### config.mk
export PLATFORM = sky130hd
export DESIGN_NAME = alert_scheduler
export DESIGN_NICKNAME = d
export VERILOG_FILES = /design/src/rtl/alert_scheduler.sv
export SDC_FILE = /design/constraint.sdc
export NUM_CORES = 1
export LEC_CHECK = 0
export BUFFER_PORTS_ARGS = -buffer_cell sky130_fd_sc_hd__buf_4
export CORE_UTILIZATION = 35
export CTS_CLUSTER_SIZE = 10
export DETAILED_ROUTE_END_ITERATION = 12
export HOLD_SLACK_MARGIN = 0.03
export SYNTH_ARGS = -nofsm -noshare
export SYNTH_HDL_FRONTEND = slang
export SYNTH_SLANG_ARGS = --single-unit
### constraint.sdc
create_clock -name clk -period 5.57 [get_ports clk]
set_clock_uncertainty 0.05 [all_clocks]
set_input_delay 1.671 -clock clk [delete_from_list [all_inputs] [get_ports clk]]
set_output_delay 1.671 -clock clk [all_outputs]
set_load 0.01 [all_outputs]
### src/rtl/alert_scheduler.sv
// alert_scheduler: round-robin owner of the board LED and buzzer.
// Each granted requester gets cnt ON/OFF pulses (LED lit, buzzer toggling
// during ON), then a silent gap, then the grant is released.
//
//   state | meaning
//   IDLE  | no service; arbitrate among pending requests
//   ON    | LED lit, buzzer square wave, ON_CYC cycles
//   OFF   | dark and silent between pulses, OFF_CYC cycles
//   GAP   | trailing silence, GAP_CYC cycles; done on its last cycle
module alert_scheduler #(
   parameter int N         = 4,
   parameter int CW        = 4,
   parameter int ON_CYC    = 5_000_000,
   parameter int OFF_CYC   = 5_000_000,
   parameter int GAP_CYC   = 25_000_000,
   parameter int TONE_HALF = 10_000
) (
   input  logic            clk,
   input  logic            rst,
   input  logic [N-1:0]    req,
   input  logic [N*CW-1:0] cnt_in,
   output logic [N-1:0]    grant,
   output logic [N-1:0]    done,
   output logic            busy,
   output logic            led,
   output logic            beep
);

   localparam int PW    = (N > 1) ? $clog2(N) : 1;
   localparam int MAX_A = (ON_CYC > OFF_CYC) ? ON_CYC : OFF_CYC;
   localparam int MAX_B = (GAP_CYC > TONE_HALF) ? GAP_CYC : TONE_HALF;
   localparam int MAXV  = (MAX_A > MAX_B) ? MAX_A : MAX_B;
   localparam int TW    = $clog2(MAXV + 1);

   localparam logic [TW-1:0] ON_LD   = TW'(ON_CYC - 1);
   localparam logic [TW-1:0] OFF_LD  = TW'(OFF_CYC - 1);
   localparam logic [TW-1:0] GAP_LD  = TW'(GAP_CYC - 1);
   localparam logic [TW-1:0] TONE_LD = TW'(TONE_HALF - 1);

   typedef enum logic [1:0] {ST_IDLE, ST_ON, ST_OFF, ST_GAP} state_t;

   state_t          state, state_nxt;
   logic [PW-1:0]   ptr, ptr_nxt;
   logic [CW-1:0]   rem, rem_nxt;
   logic [TW-1:0]   phase, phase_nxt;
   logic [TW-1:0]   tone, tone_nxt;
   logic [N-1:0]    grant_q, grant_nxt;
   logic [N-1:0]    done_q, done_nxt;
   logic            led_q, led_nxt;
   logic            beep_q, beep_nxt;

   logic [CW-1:0]   cnt_fld [N];
   logic [PW-1:0]   sel;
   logic [PW-1:0]   idx;
   logic            found;
   logic            go_on, go_gap;

   // Split the packed count bus into per-requester fields.
   always_comb begin
      for (int i = 0; i < N; i++) begin
         cnt_fld[i] = cnt_in[i*CW +: CW];
      end
   end

   // Round-robin pick: first pending request at or above the pointer, wrapping.
   always_comb begin
      found = 1'b0;
      sel   = '0;
      idx   = '0;
      for (int k = 0; k < N; k++) begin
         idx = PW'((int'(ptr) + k) % N);
         if (!found && req[idx]) begin
            found = 1'b1;
            sel   = idx;
         end
      end
   end

   // Next-state and next-output logic; phase entries are applied after the case.
   always_comb begin
      state_nxt = state;
      ptr_nxt   = ptr;
      rem_nxt   = rem;
      phase_nxt = phase;
      tone_nxt  = tone;
      grant_nxt = grant_q;
      done_nxt  = '0;
      led_nxt   = 1'b0;
      beep_nxt  = 1'b0;
      go_on     = 1'b0;
      go_gap    = 1'b0;

      case (state)
         ST_IDLE: begin
            if (found) begin
               grant_nxt      = '0;
               grant_nxt[sel] = 1'b1;
               rem_nxt        = cnt_fld[sel];
               ptr_nxt        = (sel == PW'(N - 1)) ? '0 : sel + PW'(1);
               if (cnt_fld[sel] != '0) go_on = 1'b1;
               else                    go_gap = 1'b1;
            end
         end
         ST_ON: begin
            if (phase == '0) begin
               rem_nxt   = rem - CW'(1);
               state_nxt = ST_OFF;
               phase_nxt = OFF_LD;
            end else begin
               phase_nxt = phase - TW'(1);
               led_nxt   = 1'b1;
               if (tone == '0) begin
                  beep_nxt = ~beep_q;
                  tone_nxt = TONE_LD;
               end else begin
                  beep_nxt = beep_q;
                  tone_nxt = tone - TW'(1);
               end
            end
         end
         ST_OFF: begin
            if (phase == '0) begin
               if (rem != '0) go_on = 1'b1;
               else           go_gap = 1'b1;
            end else begin
               phase_nxt = phase - TW'(1);
            end
         end
         default: begin
            if (phase == '0) begin
               state_nxt = ST_IDLE;
               grant_nxt = '0;
            end else begin
               phase_nxt = phase - TW'(1);
            end
         end
      endcase

      // Tone timer restarts on every ON entry so all pulses sound alike.
      if (go_on) begin
         state_nxt = ST_ON;
         phase_nxt = ON_LD;
         tone_nxt  = TONE_LD;
         led_nxt   = 1'b1;
         beep_nxt  = 1'b0;
      end
      if (go_gap) begin
         state_nxt = ST_GAP;
         phase_nxt = GAP_LD;
      end

      if (state_nxt == ST_GAP && phase_nxt == '0) done_nxt = grant_nxt;
   end

   // State and output registers; reset aborts any service without a done.
   always_ff @(posedge clk or negedge rst) begin
      if (!rst) begin
         state   <= ST_IDLE;
         ptr     <= '0;
         rem     <= '0;
         phase   <= '0;
         tone    <= '0;
         grant_q <= '0;
         done_q  <= '0;
         led_q   <= 1'b0;
         beep_q  <= 1'b0;
      end else begin
         state   <= state_nxt;
         ptr     <= ptr_nxt;
         rem     <= rem_nxt;
         phase   <= phase_nxt;
         tone    <= tone_nxt;
         grant_q <= grant_nxt;
         done_q  <= done_nxt;
         led_q   <= led_nxt;
         beep_q  <= beep_nxt;
      end
   end

   assign grant = grant_q;
   assign done  = done_q;
   assign busy  = (state != ST_IDLE);
   assign led   = led_q;
   assign beep  = beep_q;

endmodule

# [After elaboration in Yosys (flattened, before gate mapping)]
# Index checks and enable logic that the tools add are counted.
[word_totals] ff_bits=68 elab_cells=115
[classes] n_addsub=7 magnitude_cmp=7 n_eq_ne=8 n_mux=60 bitwise_logic=2 n_reduce_logical=22
[op_table] cell="$mux 25" count=8
[op_table] cell="$logic_not 25->1" count=3
[op_table] cell="$pmux 25 s2" count=1
[op_table] cell="$sub 25x1->25 const B" count=2
[op_table] cell="$mux 4" count=7
[op_table] cell="$mux 1" count=24
[op_table] cell="$mux 2" count=9
[op_table] cell="$pmux 4 s2" count=2
[op_table] cell="$lt 2x3->1 const B" count=5
[op_table] cell="$bmux 1 s2" count=4
[op_table] cell="$bmux 4 s2" count=1
[op_table] cell="$reduce_bool 4->1" count=2
[op_table] cell="$eq 2x2->1 const B" count=3
[op_table] cell="$ne 2x2->1 const B" count=3
[op_table] cell="$reduce_bool 2->1" count=3
[op_table] cell="$logic_and 1x1->1" count=5
[op_table] cell="$add 2x1->2 const B" count=2
[op_table] cell="$add 2x2->2 const B" count=2
[op_table] cell="$ne 4x4->1 const B" count=1
[op_table] cell="$pmux 1 s2" count=2
[op_table] cell="$pmux 2 s2" count=1
[op_table] cell="$reduce_and 2->1" count=2
[op_table] cell="$reduce_or 2->1" count=2
[op_table] cell="$sub 4x1->4 const B" count=1
[op_table] cell="9 further kinds" count=11

# [Longest topological paths before layout]
# Gate-level depths: netlist of run 1.
[logic_depth] word_depth=25 ltp_mapped=14 depth_no_buf=14

# [Worst setup path after synthesis of run 1]
# Ideal clock, no wire load.
[synth_timing] kind="input -> register" startpoint="in req[0]" endpoint="reg tone[24]" setup_time_ns=0.136 arrival_time_ns=3.880 required_time_ns=5.384 setup_slack_ns=1.504 cell_stages=10 n_path_buf=3 cell_sequence="a21oi_1 > o21ai_0 > o2bb2a_1 > clkbuf_1 > mux2i_1 > mux2_2 > a41oi_1 > clkbuf_1 > clkbuf_1 > nor3_1"
[synth_via] elab_chain_cells=22 word_cells_on_any_way=34 classes_between="eq/ne: 1; mux: 23; bitwise: 1; reduce/logical: 9"
[synth_lines] element="start, declared" line_no="20" text="input logic [N-1:0] req,"
[synth_lines] element="$bmux 1 s2" line_no="72" text="if (!found && req[idx]) begin"
[synth_lines] element="$mux 1 (implied by the code)" line_no="72"
[synth_lines] element="$mux 1" line_no="72"
[synth_lines] element="$logic_not 1->1" line_no="72"
[synth_lines] element="$logic_and 1x1->1" line_no="72"
[synth_lines] element="$mux 1" line_no="72"
[synth_lines] element="$logic_not 1->1" line_no="72"
[synth_lines] element="$logic_and 1x1->1" line_no="72"
[synth_lines] element="[5 not listed]"
[synth_lines] element="$bmux 4 s2" line_no="100" text="if (cnt_fld[sel] != '0) go_on = 1'b1;"
[synth_lines] element="$mux 4 (implied by the code) (2 in a row)" line_no="100"
[synth_lines] element="$reduce_bool 4->1" line_no="100"
[synth_lines] element="$mux 1" line_no="100"
[synth_lines] element="$mux 1 *" line_no="95" text="if (found) begin"
[synth_lines] element="$pmux 1 s2 *" line_no="93" text="case (state)"
[synth_lines] element="$ne 2x2->1 (no line) or $reduce_bool 2->1 (tied branches)"
[synth_lines] element="$reduce_and 2->1 (no line)"
[synth_lines] element="end signal, assigned" line_no="172" text="tone <= tone_nxt;"
[synth_lines] element="end, declared" line_no="46" text="logic [TW-1:0] tone, tone_nxt;"
# Every way passes the cells marked *; elsewhere a longest branch is shown, timed or not. The select of a mux whose other input is x is not followed.
# A chain may end at the register's enable or synchronous reset.

# [Worst setup path in the final report of run 1]
[layout_timing] startpoint="reg phase[8]" endpoint="reg done_q[1], in the netlist done[1]"
[layout_via] elab_chain_cells=8 word_cells_on_any_way=22 classes_between="add/sub: 1; eq/ne: 1; mux: 17; reduce/logical: 3"
[layout_lines] element="start, declared" line_no="45" text="logic [TW-1:0] phase, phase_nxt;"
[layout_lines] element="start signal, assigned" line_no="171" text="phase <= phase_nxt;"
[layout_lines] element="$sub 25x1->25 or $logic_not 25->1 (tied branches)"
[layout_lines] element="$mux 25 (tied with other cells)" line_no="122, 130"
[layout_lines] element="$pmux 25 s2 (tied with other cells)" line_no="93"
[layout_lines] element="$mux 25 or $mux 2 (tied branches)" line_no="140" text="if (go_on) begin"
[layout_lines] element="$mux 25 or $mux 2 (tied branches)" line_no="147" text="if (go_gap) begin"
[layout_lines] element="$logic_not 25->1 or $eq 2x2->1 (tied branches)" line_no="152" text="if (state_nxt == ST_GAP && phase_nxt == '0) done_nxt = grant_nxt;"
[layout_lines] element="$logic_and 1x1->1" line_no="152"
[layout_lines] element="$mux 4 *" line_no="152"
[layout_lines] element="via done_nxt[1]" line_no="48" text="logic [N-1:0] done_q, done_nxt;"
[layout_lines] element="end signal, assigned" line_no="174" text="done_q <= done_nxt;"
[layout_lines] element="end, declared" line_no="48"
# Mark *: on every way through the listed nets, which the timed path passes. The rest lies on a longest branch.

==> flow_summary_export.csv, run 1 <==
group,metric,value,unit
setup_path,cp_max_fo,10,
sta,rsz0062_at_grt,"false",
setup_path,cp_cell_sequence,"nor4_1, nand4b_1, or3_1, ha_1, a221oi_1, o21ai_0, a221o_1, nor4b_1, nand4_1, or4_4, nor4_1",
sta,finalCritPeriodShare,78.3,%
sta,finalSetupViolations,0,
global_route,grt_pass1_vias,4065,
setup_path,cp.arrival,4.55,ns
clocking,h-tree-depth,3,
clocking,numCtsBuffers,9,
logic_synthesis,ys_types,65,
global_route,grt_remaining_overflow,0,
cells_and_area,finalNetCount,586,
cells_and_area,diodes,0,
logic_synthesis,synth_edf_count,0,
placed_design,hpwl,8620,µm
logic_synthesis,synth_top_cell_area_share,37.5,%
placed_design,placedCellCount,712,
clocking,cts.sinks,68,
logic_synthesis,synthTopCellsByArea,"dfrtp_1 (37%), nor2_1 (4.6%), a21oi_1 (4.2%)",
routing,wl,12400,µm
floorplanning,die_w,116,µm
cells_and_area,area_growth,14.6,%
run,maxCapViolations,0,
logic_synthesis,netlist_instances,529,
clocking,cts_root_buf,"clkbuf_16",
cells_and_area,instances_no_fill,727,
power,p_leak,2.04,nW
setup_path,reg2reg_from,"phase[8]",
power,p_comb_share,6.0,%
setup_path,required,5.76,ns
placed_design,port-buffer-count,32,
logic_synthesis,syn-num-nets,564,
sta,fin_tns_setup,0,ns
global_route,grt_max_degree,69,
floorplanning,start_util,36.0,%
placed_design,place_congestion,0.917,
worst_hold_path,hp-class,"reg -> reg",
clocking,cts_resized,0,
setup_path,worstSetupStartpoint,"phase[8]",
sta,hold_viol,0,
routing,dr.pass1.iters,5,
setup_path,path_buf_inv,0,
routing,drtAntennaViolNets,0,
clocking,cts_tree,"yes",
logic_synthesis,avgSynthCellArea,8.58,µm²
floorplanning,ioPinCount,33,
power,clkPwrFrac,49.6,%
logic_synthesis,synth-seq-area-share,37.5,%
sta,fin_crit,4.36,ns
power,p_sw_share,23.0,%
setup_path,critPathKind,"reg -> reg",
routing,via_count,4352,
floorplanning,dieArea,13400,µm²
clocking,cts_setup_buffers,0,
sta,drv_slew,0,
power,ir_drop,0.000149,V
logic_synthesis,synth-main-ff-cell,"dfrtp_1",
cells_and_area,mostFrequentLayoutCells,"dfrtp_1 (68), nor2_1 (56), nand2_1 (45)",
clocking,cts_hold_buf,0,
setup_path,slowest_delay,0.58,ns
setup_path,cp_common_cell,"nor4_1",
placed_design,dp_slack,0.900,ns
logic_synthesis,yosys.area.top_type,"dfrtp_1",
setup_path,crit_path_end_kind,"register",
floorplanning,row_count,41,
clocking,clk_pin_slew,0.06,ns
setup_path,crit_path_start_kind,"register",
power,p_int,0.000871,W
sta,fmaxAchievable,229,MHz
logic_synthesis,async_reset_ff_share,100,%
routing,wl_per_cell,17.0,µm
setup_path,worst-r2r-cell-count,11,
routing,drc,0,
clocking,insertion_delay,0.34,ns
floorplanning,coreArea,12600,µm²
power,seqPwrFrac,44.3,%
setup_path,cpMaxStageDelayCell,"or4_4",
global_route,grt_pass1_wl,20700,µm
worst_hold_path,hold_path_depth,1,
worst_hold_path,hold_path_end,"tone[22]",
sta,layout_setup_ws,1.21,ns
setup_path,r2r-end,"done[1]",
sta,relSlewSlack,40.6,%
routing,drtIter0Drc,494,
setup_path,cp_top_family,"simple AND/OR/NAND/NOR gates",
logic_synthesis,yosysWarnings,0,
global_route,grt_antenna_before_repair,0,
cells_and_area,final_common_cell,"dfrtp_1",
power,powerDensity,217,nW/µm²
floorplanning,die_y,116,µm
logic_synthesis,ys_ff_latch,68,
setup_path,r2r_slack,1.21,ns
worst_hold_path,worstHoldStart,"tone[22]",
logic_synthesis,syn_area,4540,µm²
run_status,run_status,"complete, no violations",
global_route,grt_usage,20.1,%
routing,viasPerCell,5.99,
cells_and_area,final_layout_size_suffix_gt1_share,15.0,%
sta,tightest_slew,0.891,ns
clocking,cts_max_path_buffers,2,
power,power_switching,0.000260,W
[worst max path at each step]
stage	slack (ns)	endpoint	depth (start not counted)
after floorplan	1.50	tone[24]	10
after global placement	1.11	done[2]	10
after detailed placement	0.90	done[2]	10
after CTS	1.25	done[2]	10
after global routing	0.86	done[2]	11
final	1.21	done[1]	11
[per-stage QoR]
step                power, W  utilization [%]  cell area, µm²  hold slack, ns
floorplan           0.000545                -            4540           0.400
global placement    0.000578             39.0            4920           0.421
detailed placement  0.000580             39.0            4920           0.430
CTS                  0.00115             41.2            5200           0.438
global route         0.00117             41.2            5200           0.462
finish               0.00113             41.2            5200           0.437
[registers in the layout, indices dropped and copies added, names as in the netlist]
register / cells
done: 4
rem: 4
led: 1
ptr: 2
beep: 1
state: 2
phase: 25
grant: 4
tone: 25
[logic make-up (layout without fill, tap and decap cells)]
group | after synthesis | in the layout | synth area share (%)
and+or+nand+nor | 223 | 223 | 26.1
muxes | 18 | 18 | 4.24
buffers and inverters | 49 | 75 | 4.69
xor gates and xnor gates | 1 | 1 | 0.193
adders and majority gates | 13 | 13 | 3.58
AOI/OAI and AO/OA | 157 | 157 | 23.7
DFF | 68 | 68 | 37.5
[layer usage]
metal,vias up,share of wire [%],track usage [%]
met2,165,45,31.0
met3,22,6.1,4.50
met1,2113,46,26.8
li1,2052,-,-
met4,0,2.5,9.06
met5,-,0,0
[layout make-up]
cell class	instances	area, µm²
fillers	1283	7420
multi-input cells	412	2630
flip-flops and latches	68	1700
repair buffers	39	293
clock buffers	10	229
well taps	172	215
inverters	21	78.8
clock inverters	5	53.8
[synth_stat cells, types with 7 or more instances]
library cell and n:
dfrtp_1 68, nor2_1 56, nand2_1 45, a21oi_1 38
o21ai_0 29, clkbuf_1 22, inv_1 21, nor4_1 20
nor3_1 17, a311oi_1 14, ha_1 13, nand3_1 13
mux2i_1 11, o31ai_1 11, or3_1 10, a21o_1 9
nand2b_1 9, or2_2 9, a31oi_1 8, o211ai_1 8
nand4_1 7
[power groups by stage]
stage	Clock [W]	Combinational, W	Sequential, W
4_1_cts	0.000575	0.0000702	0.000501
3_5_place_dp	0	0.0000696	0.000510
6_report	0.000561	0.0000684	0.000502
5_1_grt	0.000595	0.0000774	0.000502
2_1_floorplan	0	0.0000368	0.000508
3_3_place_gp	0	0.0000680	0.000510
No activity file was read; power rests on OpenSTA's default activity.
==> run 2, diff against run 1 <==
clock period = 3.55 ns   (was 5.57 ns; I/O delays follow)
==> flow_summary_export.csv, run 2 (same netlist as run 1, synthesis figures left out) <==
group,metric,value,unit
power,ir_drop,0.000202,V
sta,relSlewSlack,42.1,%
global_route,grt_pass1_vias,4346,
routing,viasPerCell,5.62,
cells_and_area,final_common_cell,"buf_4",
placed_design,dp_slack,-0.203,ns
worst_hold_path,hold_path_end,"tone[21]",
cells_and_area,area_growth,29.7,%
cells_and_area,seqCellArea,1700,µm²
clocking,cts_max_path_buffers,2,
global_route,grt_max_degree,69,
setup_path,required,3.73,ns
setup_path,r2r_slack,0.09,ns
power,power,0.00176,W
setup_path,critPathKind,"reg -> reg",
placed_design,port-buffer-count,32,
routing,drtIter0Drc,330,
floorplanning,ioPinCount,33,
worst_hold_path,hp-class,"reg -> reg",
cells_and_area,multi_input_area,2780,µm²
cells_and_area,final_layout_size_suffix_gt1_share,27.0,%
clocking,numCtsBuffers,9,
setup_path,cp.arrival,3.65,ns
global_route,grt_remaining_overflow,0,
worst_hold_path,hold_path_depth,1,
setup_path,r2r-end,"done[2]",
power,p_leak,2.44,nW
cells_and_area,instances_no_fill,798,
placed_design,placedCellCount,781,
floorplanning,dieArea,13400,µm²
sta,finalSetupViolations,0,
cells_and_area,finalNetCount,656,
setup_path,cp_cell_sequence,"buf_4, or4_4, or2_2, buf_4, o41ai_4, a21oi_2, a2111oi_4, buf_4, nand4_1, or4_4, nor4_2",
power,powerDensity,299,nW/µm²
setup_path,path_buf_inv,3,
global_route,grt_antenna_before_repair,0,
setup_path,cp_common_cell,"buf_4",
cells_and_area,diodes,0,
worst_hold_path,worstHoldStart,"tone[21]",
floorplanning,die_y,116,µm
setup_path,cp_top_family,"simple AND/OR/NAND/NOR gates",
cells_and_area,fill_cells,1240,
sta,fin_crit,3.46,ns
sta,fmaxAchievable,289,MHz
floorplanning,row_count,41,
sta,tightest_slew,0.869,ns
global_route,grt_pass1_wl,22000,µm
floorplanning,coreArea,12600,µm²
sta,layout_setup_ws,0.0853,ns
sta,finalCritPeriodShare,97.6,%
routing,via_count,4487,
cells_and_area,mostFrequentLayoutCells,"buf_4 (107), dfrtp_1 (67), nor2_1 (56)",
routing,wl_per_cell,17.0,µm
clocking,insertion_delay,0.35,ns
placed_design,place_congestion,0.884,
setup_path,crit_path_start_kind,"register",
run_status,run_status,"complete, no violations",
clocking,clk_pin_slew,0.06,ns
setup_path,crit_path_end_kind,"register",
sta,hold_viol,0,
routing,drtAntennaViolNets,0,
routing,drc,0,
setup_path,worst-r2r-cell-count,11,
setup_path,cp_max_fo,5,
setup_path,reg2reg_from,"phase[1]",
clocking,cts_tree,"yes",
clocking,cts_root_buf,"clkbuf_16",
clocking,cts_hold_buf,0,
clocking,h-tree-depth,3,
run,maxCapViolations,0,
routing,dr.pass1.iters,5,
global_route,grt_usage,21.3,%
sta,drv_slew,0,
setup_path,cpMaxStageDelayCell,"or4_4",
placed_design,hpwl,9890,µm
clocking,cts.sinks,68,
setup_path,slowest_delay,0.63,ns
floorplanning,die_w,116,µm
cells_and_area,largestRegisters,"phase x25, tone x25",
routing,wl,13500,µm
floorplanning,start_util,36.0,%
[run 2: changes by cell type in the layout (fill, tap and decap cells not counted), sizes merged]
cell,change
bufinv,-1
clkinv,-3
clkinvlp,+3
inv,+1
clkbuf,+1
buf,+70
[run 2: what timing repair did]
action / 4_1_cts / 5_1_grt
pin swaps: 2 / 8
setup buffers: 0 / 1
setup endpoints to repair: 4 / 5
gates resized for setup: 5 / 16
[run 2: how the worst max path moves through the flow]
stage / from / endpoint / cells after the start
4_1_cts: phase[1] / done[2] / 13
6_report: phase[1] / done[2] / 11
5_1_grt: phase[1] / done[2] / 11
3_5_place_dp: phase[2] / done[1] / 10
3_3_place_gp: phase[2] / done[1] / 10
2_1_floorplan: phase[17] / done[0] / 12
[run 2: area by class of cell]
cell class	instances	share of cell area (%)
Multi-Input combinational cell	412	47.2
Sequential cell	68	28.9
Timing Repair Buffer	109	14.2
Clock buffer	11	4.12
Tap cell	172	3.65
Inverter	21	1.34
Clock inverter	5	0.616
[run 2: worst register-to-register path: cells and delay by family, from the launching register on]
kind            cells  cell delay, ns
simple gates        5            1.77
compound gates      3            0.67
buf+inv             3            0.49
flops               1            0.38
[run 2: through the flow]
| step | hold WS (ns) | setup TNS (ns) | cell area, µm² | util [%] |
|---|---|---|---|---|
| after floorplan | 0.400 | 0 | 4570 | - |
| after global placement | 0.418 | -0.0890 | 5480 | 43.4 |
| after detailed placement | 0.430 | -0.639 | 5480 | 43.4 |
| after CTS | 0.443 | 0 | 5780 | 45.8 |
| after global routing | 0.466 | -0.0960 | 5890 | 46.7 |
| final | 0.440 | 0 | 5890 | 46.7 |
[run 2: power breakdown]
group          total, W  switching [W]  internal [W]
registers      0.000787     0.00000697      0.000780
logic          0.000118      0.0000603     0.0000582
clock network  0.000855       0.000362      0.000493
[run 2: routing by layer]
layer	part of all wire [%]	track usage (%)	vias to the layer above
li1	-	-	2187
met1	47	28.9	2181
met2	47	34.0	104
met3	4.2	4.50	15
met4	1.5	6.92	0
met5	0	0	-
==> run 3, diff against run 2 <==
CTS_BUF_LIST = sky130_fd_sc_hd__clkbuf_4 sky130_fd_sc_hd__clkbuf_8   (was default)
==> flow_summary_export.csv, run 3 (same netlist as run 1, synthesis figures left out) <==
group,metric,value,unit
sta,rsz0062_at_grt,"true",
clocking,cts.sinks,68,
power,powerDensity,258,nW/µm²
floorplanning,start_util,36.0,%
cells_and_area,final_common_cell,"buf_4",
clocking,numCtsBuffers,9,
setup_path,slowest_delay,0.55,ns
sta,hold_ws,0.443,ns
worst_hold_path,hp-class,"reg -> reg",
global_route,grt_usage,21.2,%
worst_hold_path,hold_path_depth,1,
placed_design,place_congestion,0.884,
cells_and_area,fill_cells,1243,
placed_design,hpwl,9890,µm
global_route,grt_pass1_wl,21900,µm
sta,tightest_slew,0.865,ns
cells_and_area,mostFrequentLayoutCells,"buf_4 (114), dfrtp_1 (67), nor2_1 (56)",
setup_path,cpMaxStageDelayCell,"or4_4",
power,ir_drop,0.000130,V
floorplanning,coreArea,12600,µm²
global_route,grt_max_degree,69,
clocking,cts_root_buf,"clkbuf_8",
sta,finalSetupViolations,0,
routing,wl,13700,µm
cells_and_area,area_growth,30.0,%
setup_path,crit_path_start_kind,"register",
setup_path,path_buf_inv,2,
setup_path,cp.arrival,3.73,ns
routing,drc,0,
sta,drv_slew,0,
routing,dr.pass1.iters,5,
setup_path,cp_cell_sequence,"buf_4, or4_4, or3_4, or4b_4, mux2_4, a22oi_4, nand3_2, or4_4, buf_6, nor4_4",
run,maxCapViolations,0,
sta,relSlewSlack,42.3,%
run_status,run_status,"complete, no violations",
setup_path,cp_top_family,"simple AND/OR/NAND/NOR gates",
sta,fmaxAchievable,285,MHz
sta,fin_crit,3.51,ns
setup_path,crit_path_end_kind,"register",
setup_path,cp_max_fo,4,
cells_and_area,stdcell_area,5900,µm²
clocking,cts_tree,"yes",
setup_path,critPathKind,"reg -> reg",
cells_and_area,largestRegisters,"phase x25, tone x25",
power,power,0.00152,W
setup_path,cp_common_cell,"or4_4",
setup_path,worst-r2r-cell-count,10,
floorplanning,die_y,116,µm
floorplanning,ioPinCount,33,
floorplanning,dieArea,13400,µm²
clocking,clk_pin_slew,0.07,ns
sta,hold_viol,0,
clocking,h-tree-depth,3,
power,p_leak,2.46,nW
global_route,grt_remaining_overflow,0,
cells_and_area,diodes,0,
routing,wl_per_cell,16.9,µm
floorplanning,row_count,41,
clocking,cts_max_path_buffers,2,
clocking,cts_hold_buf,0,
global_route,grt_antenna_before_repair,0,
cells_and_area,final_layout_size_suffix_gt1_share,28.5,%
routing,viasPerCell,5.66,
routing,via_count,4576,
setup_path,required,3.76,ns
cells_and_area,finalNetCount,666,
routing,drtAntennaViolNets,0,
global_route,grt_pass1_vias,4297,
placed_design,port-buffer-count,32,
clocking,insertion_delay,0.38,ns
placed_design,placed_area,5480,µm²
sta,finalCritPeriodShare,99.0,%
setup_path,path_depth,10,
floorplanning,die_w,116,µm
routing,drtIter0Drc,396,
-- run 3: timing repair --
action,4_1_cts,5_1_grt
resized for setup,5,23
endpoints found under the hold margin,0,0
setup endpoints to repair,4,5
pin swaps,0,10
buffers inserted,0,11
-- run 3: worst reg2reg max path, cell delays in order (launching register included) --
cell and delay, ns:
dfrtp_1 0.39, buf_4 0.15, or4_4 0.50, or3_4 0.36, or4b_4 0.53, mux2_4 0.32, a22oi_4 0.16, nand3_2 0.11
or4_4 0.55, buf_6 0.15, nor4_4 0.15
-- run 3: metrics by stage --
| step | setup slack (ns) | cells | util (%) | TNS [ns] |
|---|---|---|---|---|
| floorplan | 0.0217 | 529 | - | 0 |
| global placement | -0.0242 | 781 | 43.4 | -0.0890 |
| detailed placement | -0.203 | 781 | 43.4 | -0.639 |
| CTS | 0.00426 | 797 | 45.1 | 0 |
| global route | -0.0657 | 808 | 46.8 | -0.110 |
| finish | 0.0366 | 808 | 46.8 | 0 |
-- run 3: path summary, 6_finish.rpt --
| check | startpoint | end | slack [ns] |
|---|---|---|---|
| setup / recovery | phase[1] | done[1] | 0.04 |
| hold / removal | tone[15] | tone[15] | 0.44 |
| setup reg to reg | phase[1] | done[1] | 0.04 |
| hold reg to reg | tone[15] | tone[15] | 0.44 |
| max in group asynchronous | rst | phase[2] | 2.08 |
| min in group asynchronous | rst | tone[23] | 0.75 |
-- run 3: layer usage --
layer	vias up	part of all wire, %	GRT usage [%]	wire length [µm]
met5	-	0	0	0
met2	157	47	33.9	6410
met3	25	5.4	4.08	744
met1	2185	46	29.0	6290
met4	0	1.8	6.24	243
li1	2209	-	-	-
-- run 3: layout make-up --
cell class / instances / area [µm²] / area share [%]
sequential: 68 / 1700 / 28.9
inverter: 21 / 78.8 / 1.34
clock buffer: 11 / 145 / 2.46
timing repair buffer: 119 / 921 / 15.6
clock inverter: 5 / 36.3 / 0.615
tap: 172 / 215 / 3.65
multi-input combinational: 412 / 2800 / 47.5
-- run 3: report_power, final --
| group | switching, W | total, W | internal, W |
|---|---|---|---|
| Sequential | 0.00000689 | 0.000785 | 0.000779 |
| Combinational | 0.0000602 | 0.000119 | 0.0000586 |
| Clock | 0.000335 | 0.000616 | 0.000281 |
| Total | 0.000402 | 0.00152 | 0.00112 |
